## src/rtl/spi_fifo_reader.sv

```systemverilog
// spi_fifo_reader
//   Fetches words from the read port of the SPI FIFO, one per
//   req_b/resp_b/ack_b transaction. Each word goes into a small circular
//   buffer. The buffer is drained as a valid/ready stream toward the SPI TX
//   shifter. Every transaction is guarded by a response timeout, and a
//   timeout sets a sticky error flag.
// Ports
//   clk_i, rst_i      clock; synchronous active-high reset
//   enable_i          allow new requests (a transaction in flight always completes)
//   fifo_empty_i      FIFO empty status
//   req_b_o           1-cycle read request pulse
//   resp_b_i/data_b_i FIFO response and data (data valid while resp is high)
//   ack_b_o           1-cycle acknowledge pulse (the FIFO pops on it)
//   tx_data_o/tx_valid_o/tx_ready_i  head-of-buffer stream
//   buf_count_o       buffered word count
//   timeout_err_o     sticky timeout flag, cleared only by rst_i
module spi_fifo_reader #(
  parameter int DATA_WIDTH = 16,
  parameter int BUF_DEPTH  = 2,
  parameter int BUF_ADDR   = 1,
  parameter int TO_WIDTH   = 4
) (
  input  logic                  clk_i,
  input  logic                  rst_i,
  input  logic                  enable_i,
  input  logic                  fifo_empty_i,
  output logic                  req_b_o,
  input  logic                  resp_b_i,
  input  logic [DATA_WIDTH-1:0] data_b_i,
  output logic                  ack_b_o,
  output logic [DATA_WIDTH-1:0] tx_data_o,
  output logic                  tx_valid_o,
  input  logic                  tx_ready_i,
  output logic [BUF_ADDR:0]     buf_count_o,
  output logic                  timeout_err_o
);

  typedef enum logic [2:0] {S_IDLE, S_REQ, S_WAIT, S_ACK, S_SETTLE} state_t;

  localparam logic [BUF_ADDR:0]   DEPTH_L = (BUF_ADDR+1)'(BUF_DEPTH);
  // The counter holds k-1 in the k-th WAIT cycle. The timeout therefore
  // fires in the cycle whose increment would take it to all-ones. That
  // gives 2**TO_WIDTH-1 WAIT cycles without a response.
  localparam logic [TO_WIDTH-1:0] TO_LAST = TO_WIDTH'((1 << TO_WIDTH) - 2);

  state_t                  state_q, state_d;
  logic [TO_WIDTH-1:0]     to_cnt_q;
  logic [DATA_WIDTH-1:0]   mem_q [BUF_DEPTH];
  logic [BUF_ADDR-1:0]     wr_ptr_q, rd_ptr_q, rd_ptr_d;
  logic [BUF_ADDR:0]       count_d;
  logic                    push, pop, timeout_hit;

  always_comb begin
    push        = (state_q == S_WAIT) && resp_b_i;
    timeout_hit = (state_q == S_WAIT) && !resp_b_i && (to_cnt_q == TO_LAST);
    pop         = tx_valid_o && tx_ready_i;   // tx_valid_o low => pop ignored
    rd_ptr_d    = pop ? rd_ptr_q + 1'b1 : rd_ptr_q;
    count_d     = buf_count_o;
    case ({push, pop})
      2'b10:   count_d = buf_count_o + 1'b1;
      2'b01:   count_d = buf_count_o - 1'b1;
      default: count_d = buf_count_o;
    endcase
  end

  // Space is checked only here. Between this check and the capture, the
  // buffer can only drain, so a capture never finds it full.
  always_comb begin
    state_d = state_q;
    case (state_q)
      S_IDLE:   if (enable_i && !fifo_empty_i && (buf_count_o < DEPTH_L)) state_d = S_REQ;
      S_REQ:    state_d = S_WAIT;
      S_WAIT:   if (resp_b_i) state_d = S_ACK;
                else if (timeout_hit) state_d = S_IDLE;
      S_ACK:    state_d = S_SETTLE;
      S_SETTLE: if (!resp_b_i) state_d = S_IDLE;
      default:  state_d = S_IDLE;
    endcase
  end

  always_ff @(posedge clk_i) begin
    if (rst_i) begin
      state_q       <= S_IDLE;
      req_b_o       <= 1'b0;
      ack_b_o       <= 1'b0;
      to_cnt_q      <= '0;
      timeout_err_o <= 1'b0;
      wr_ptr_q      <= '0;
      rd_ptr_q      <= '0;
      buf_count_o   <= '0;
      tx_valid_o    <= 1'b0;
      tx_data_o     <= '0;
      for (int i = 0; i < BUF_DEPTH; i++) mem_q[i] <= '0;
    end else begin
      state_q  <= state_d;
      // Pulses are registered from the next state, so they line up with REQ/ACK.
      req_b_o  <= (state_d == S_REQ);
      ack_b_o  <= (state_d == S_ACK);
      to_cnt_q <= (state_q == S_WAIT) ? to_cnt_q + 1'b1 : '0;
      if (timeout_hit) timeout_err_o <= 1'b1;
      if (push) begin
        mem_q[wr_ptr_q] <= data_b_i;
        wr_ptr_q        <= wr_ptr_q + 1'b1;
      end
      rd_ptr_q    <= rd_ptr_d;
      buf_count_o <= count_d;
      tx_valid_o  <= (count_d != '0);
      // When the captured word becomes the new head (the buffer was empty,
      // or its only word pops in the same cycle), forward it directly.
      tx_data_o   <= (push && (wr_ptr_q == rd_ptr_d)) ? data_b_i : mem_q[rd_ptr_d];
    end
  end

endmodule
```

## config.mk

```make
export PLATFORM = sky130hd
export DESIGN_NAME = spi_fifo_reader
export DESIGN_NICKNAME = d
export VERILOG_FILES = /design/src/rtl/spi_fifo_reader.sv
export SDC_FILE = /design/constraint.sdc
export NUM_CORES = 1
export LEC_CHECK = 0
export CORE_MARGIN = 4
export CORE_UTILIZATION = 59
export CTS_BUF_LIST = sky130_fd_sc_hd__clkbuf_8
export DETAILED_ROUTE_END_ITERATION = 12
export PLACE_DENSITY = 0.9
export SLEW_MARGIN = 20
export SYNTH_ARGS = -nofsm -noshare
export SYNTH_HDL_FRONTEND = slang
export SYNTH_SLANG_ARGS = --single-unit
```

## constraint.sdc

```tcl
create_clock -name clk_i -period 3.1 [get_ports clk_i]
set_input_delay 0.62 -clock clk_i [delete_from_list [all_inputs] [get_ports clk_i]]
set_output_delay 0.62 -clock clk_i [all_outputs]
set_load 0.02 [all_outputs]
```

==> results.sh <==
export IMPL_path_cells="clkdlybuf4s50_1, and4b_1, mux2_4, mux2_2"
export IMPL_fmax_mhz=424.5
export IMPL_clock_sinks=63
export IMPL_r2r_end="tx_data_o[5]"
export IMPL_drive_gt1_share_pct=14.55
export IMPL_syn_nets=242
export IMPL_max_slew_worst_pin_slew_ns=0.9075
export IMPL_worstPathArrival_ns=2.58
export IMPL_dieArea_mm2=0.005886
export IMPL_viasPerCell=5.313
export IMPL_slew_headroom_pct=39.46
export IMPL_drt_iter0_markers=92
export IMPL_yosys_warnings=0
export IMPL_dp_cells=304
export IMPL_grt_overflow_total=0
export IMPL_final_common_cell="clkdlybuf4s50_1"
export IMPL_period_needed_ns=2.356
export IMPL_grt_setup_unrepaired="no"
export IMPL_diodes=0
export IMPL_status="finished, final reports clean"
export IMPL_min_path_cells=1
export IMPL_layout_common_cells="43 x clkdlybuf4s50_1, 33 x nand2b_1, 32 x and2_1, 32 x edfxtp_1, 31 x dfxtp_1"
export IMPL_drtPass1Iterations=4
export IMPL_r2r_slack_ns=0.85
export IMPL_cts_buffers=9
export IMPL_cp_end_kind="register"
export IMPL_setup_violations=0
export IMPL_avgSynthCellArea_um2=12.84
export IMPL_fin_skew_ns=0.005119
export IMPL_gp_congestion=0.6933
export IMPL_dp_hpwl_um=3084
export IMPL_crit_slowest_cell="and4b_1"
export IMPL_grt_pass1_vias=1773
export IMPL_clkLatencyLatePin_ns=0.33
export IMPL_cts_root_buf="clkbuf_8"
export IMPL_drc_errors=0
export IMPL_max_vdd_ir_drop_v=0.0003165
export IMPL_clkTransAtPathRegs_ns=0.06
export IMPL_regArea_mm2=0.001582
export IMPL_die_h_um=76.72
export IMPL_switching_power_uw=447.7
export IMPL_area_growth_pct=23.93
export IMPL_ant_nets=0
export IMPL_routed_via_count=1700
export IMPL_final_cells=320
export IMPL_htree_num_levels=3
export IMPL_synthCells=217
export IMPL_p_leak_nw=1.406
export IMPL_ys_ff_latch=63
export IMPL_cts_hold_buf=0
export IMPL_hold_end="timeout_err_o"
export IMPL_clock_power_share_pct=39.0
export IMPL_synth_cell_types=37
export IMPL_io_buffers=43
export IMPL_fill_cells=263
export IMPL_cts_tree="built"
export IMPL_combinationalPowerShare_pct=13.2
export IMPL_cts_resized=0
export IMPL_reg2reg_depth=4
export IMPL_cap_violations=0
export IMPL_setup_tns_final_ns=0
export IMPL_yosysSeqAreaShare_pct=56.76
export IMPL_powerDensity_mw_per_mm2=571.9
export IMPL_sw_frac_of_total_pct=22.67
export IMPL_p_int_mw=1.527
export IMPL_cp_data_required_time_ns=3.32
export IMPL_initial_core_util_pct=62.28
export IMPL_ios=44
export IMPL_timing_rr_start="state_q[1]"
export IMPL_hold_start="timeout_err_o"
export IMPL_antenna_found_initial=0
export IMPL_routed_wl_um=5031
export IMPL_critPathKind="input pin to register"
export IMPL_worstPathMaxFanout=18
export IMPL_wire_per_inst_um=15.72
export IMPL_yosys_most_used_dff="edfxtp_1"
export IMPL_grt_usage_pct=18.69
export IMPL_multi_input_area_mm2=0.001136
export IMPL_grt_pass1_wl_um=8535
export IMPL_cp_num_buf_inv=1
export IMPL_layout_nets=288
export IMPL_grt_max_degree=49
export IMPL_fp_dieW_um=76.72
export IMPL_crit_family="multiplexers"
export IMPL_max_stage_delay_ns=0.57
export IMPL_async_flop_share_pct=0
export IMPL_core_area_mm2=0.004474
export IMPL_hold_class="register to register"
export IMPL_finalMaxSlewViolations=0
export IMPL_critPathLaunchType="input pin"
export IMPL_seqPwrFrac_pct=47.7
export IMPL_finalHoldViolations=0
export IMPL_syn_cell_area_mm2=0.002786
export IMPL_synth_edf_count=32
export IMPL_postCtsSetupBuffers=0
export IMPL_rows=24
export IMPL_cts_max_path_buffers=2
export IMPL_period_share_pct=75.98
==> cells in the mapped netlist (3+ instances only) <==
library cell | number | area (um^2)
xor2_1 | 3 | 26.28
nand2_1 | 3 | 11.26
mux2i_1 | 16 | 160.2
nor2_1 | 6 | 22.52
dfxtp_1 | 31 | 620.6
nand2b_1 | 33 | 206.5
mux2_2 | 6 | 67.56
edfxtp_1 | 32 | 960.9
mux2_4 | 11 | 165.2
ha_1 | 3 | 37.54
clkbuf_1 | 8 | 30.03
and2_1 | 32 | 200.2
nor3_1 | 4 | 20.02
==> power groups by stage <==
stage | registers (mW) | logic [mW] | clock network (mW)
detailed placement | 0.960 | 0.261 | 0
CTS | 0.943 | 0.263 | 0.781
global placement | 0.959 | 0.254 | 0
global route | 0.949 | 0.280 | 0.818
finish | 0.943 | 0.261 | 0.771
floorplan | 0.990 | 0.125 | 0
==> kinds of logic (layout without fill, tap and decap cells) <==
logic type | Yosys count | in the layout | synth area share, %
DFF | 63 | 63 | 56.76
and+or+nand+nor | 91 | 91 | 20.61
muxes | 33 | 33 | 14.10
buffers and inverters | 12 | 63 | 2.604
adders and majority gates | 3 | 3 | 1.347
AOI/OAI and AO/OA | 9 | 9 | 2.425
xor gates and xnor gates | 6 | 6 | 2.156
==> metrics by stage <==
stage	power, mW	worst slack, ns	hold slack [ns]	cell area (um^2)	utilization (%)
final	1.975	0.7445	0.4816	3453	77.18
after CTS	1.987	0.7844	0.4846	3453	77.18
after floorplan	1.115	0.8726	0.4454	2786	-
after global placement	1.212	0.4574	0.4663	3239	72.40
after detailed placement	1.222	0.4184	0.4697	3239	72.40
after global routing	2.047	0.6675	0.5041	3453	77.18
==> per-layer routing <==
metal	track usage, %	up-vias	wire length (um)
met5	0	-	0
met1	22.11	795	2182
li1	-	841	-
met2	29.53	50	2453
met3	6.909	14	269
met4	9.964	0	126
==> cell type report <==
class / instances / area share [%]
multi-input combinational: 142 / 32.90
clock inverter: 6 / 2.210
timing repair buffer: 46 / 13.12
sequential: 63 / 45.80
inverter: 1 / 0.1087
tap: 52 / 1.884
clock buffer: 10 / 3.986
==> flip-flops by register name (all words and copies together) (netlist names), 2 cells and up <==
register	count
tx_data_o	16
mem_q	32
to_cnt_q	4
buf_count_o	2
state_q	3
==> worst max path at each step <==
stage	cells past startpoint	startpoint	slack [ns]	to
2_1_floorplan	4	rst_i	0.87	mem_q[0][0]
3_3_place_gp	4	resp_b_i	0.46	tx_data_o[6]
3_5_place_dp	4	resp_b_i	0.42	tx_data_o[5]
4_1_cts	4	resp_b_i	0.78	tx_data_o[5]
5_1_grt	4	resp_b_i	0.67	tx_data_o[3]
6_report	4	resp_b_i	0.74	tx_data_o[5]
(Power assumes the default switching activity.)
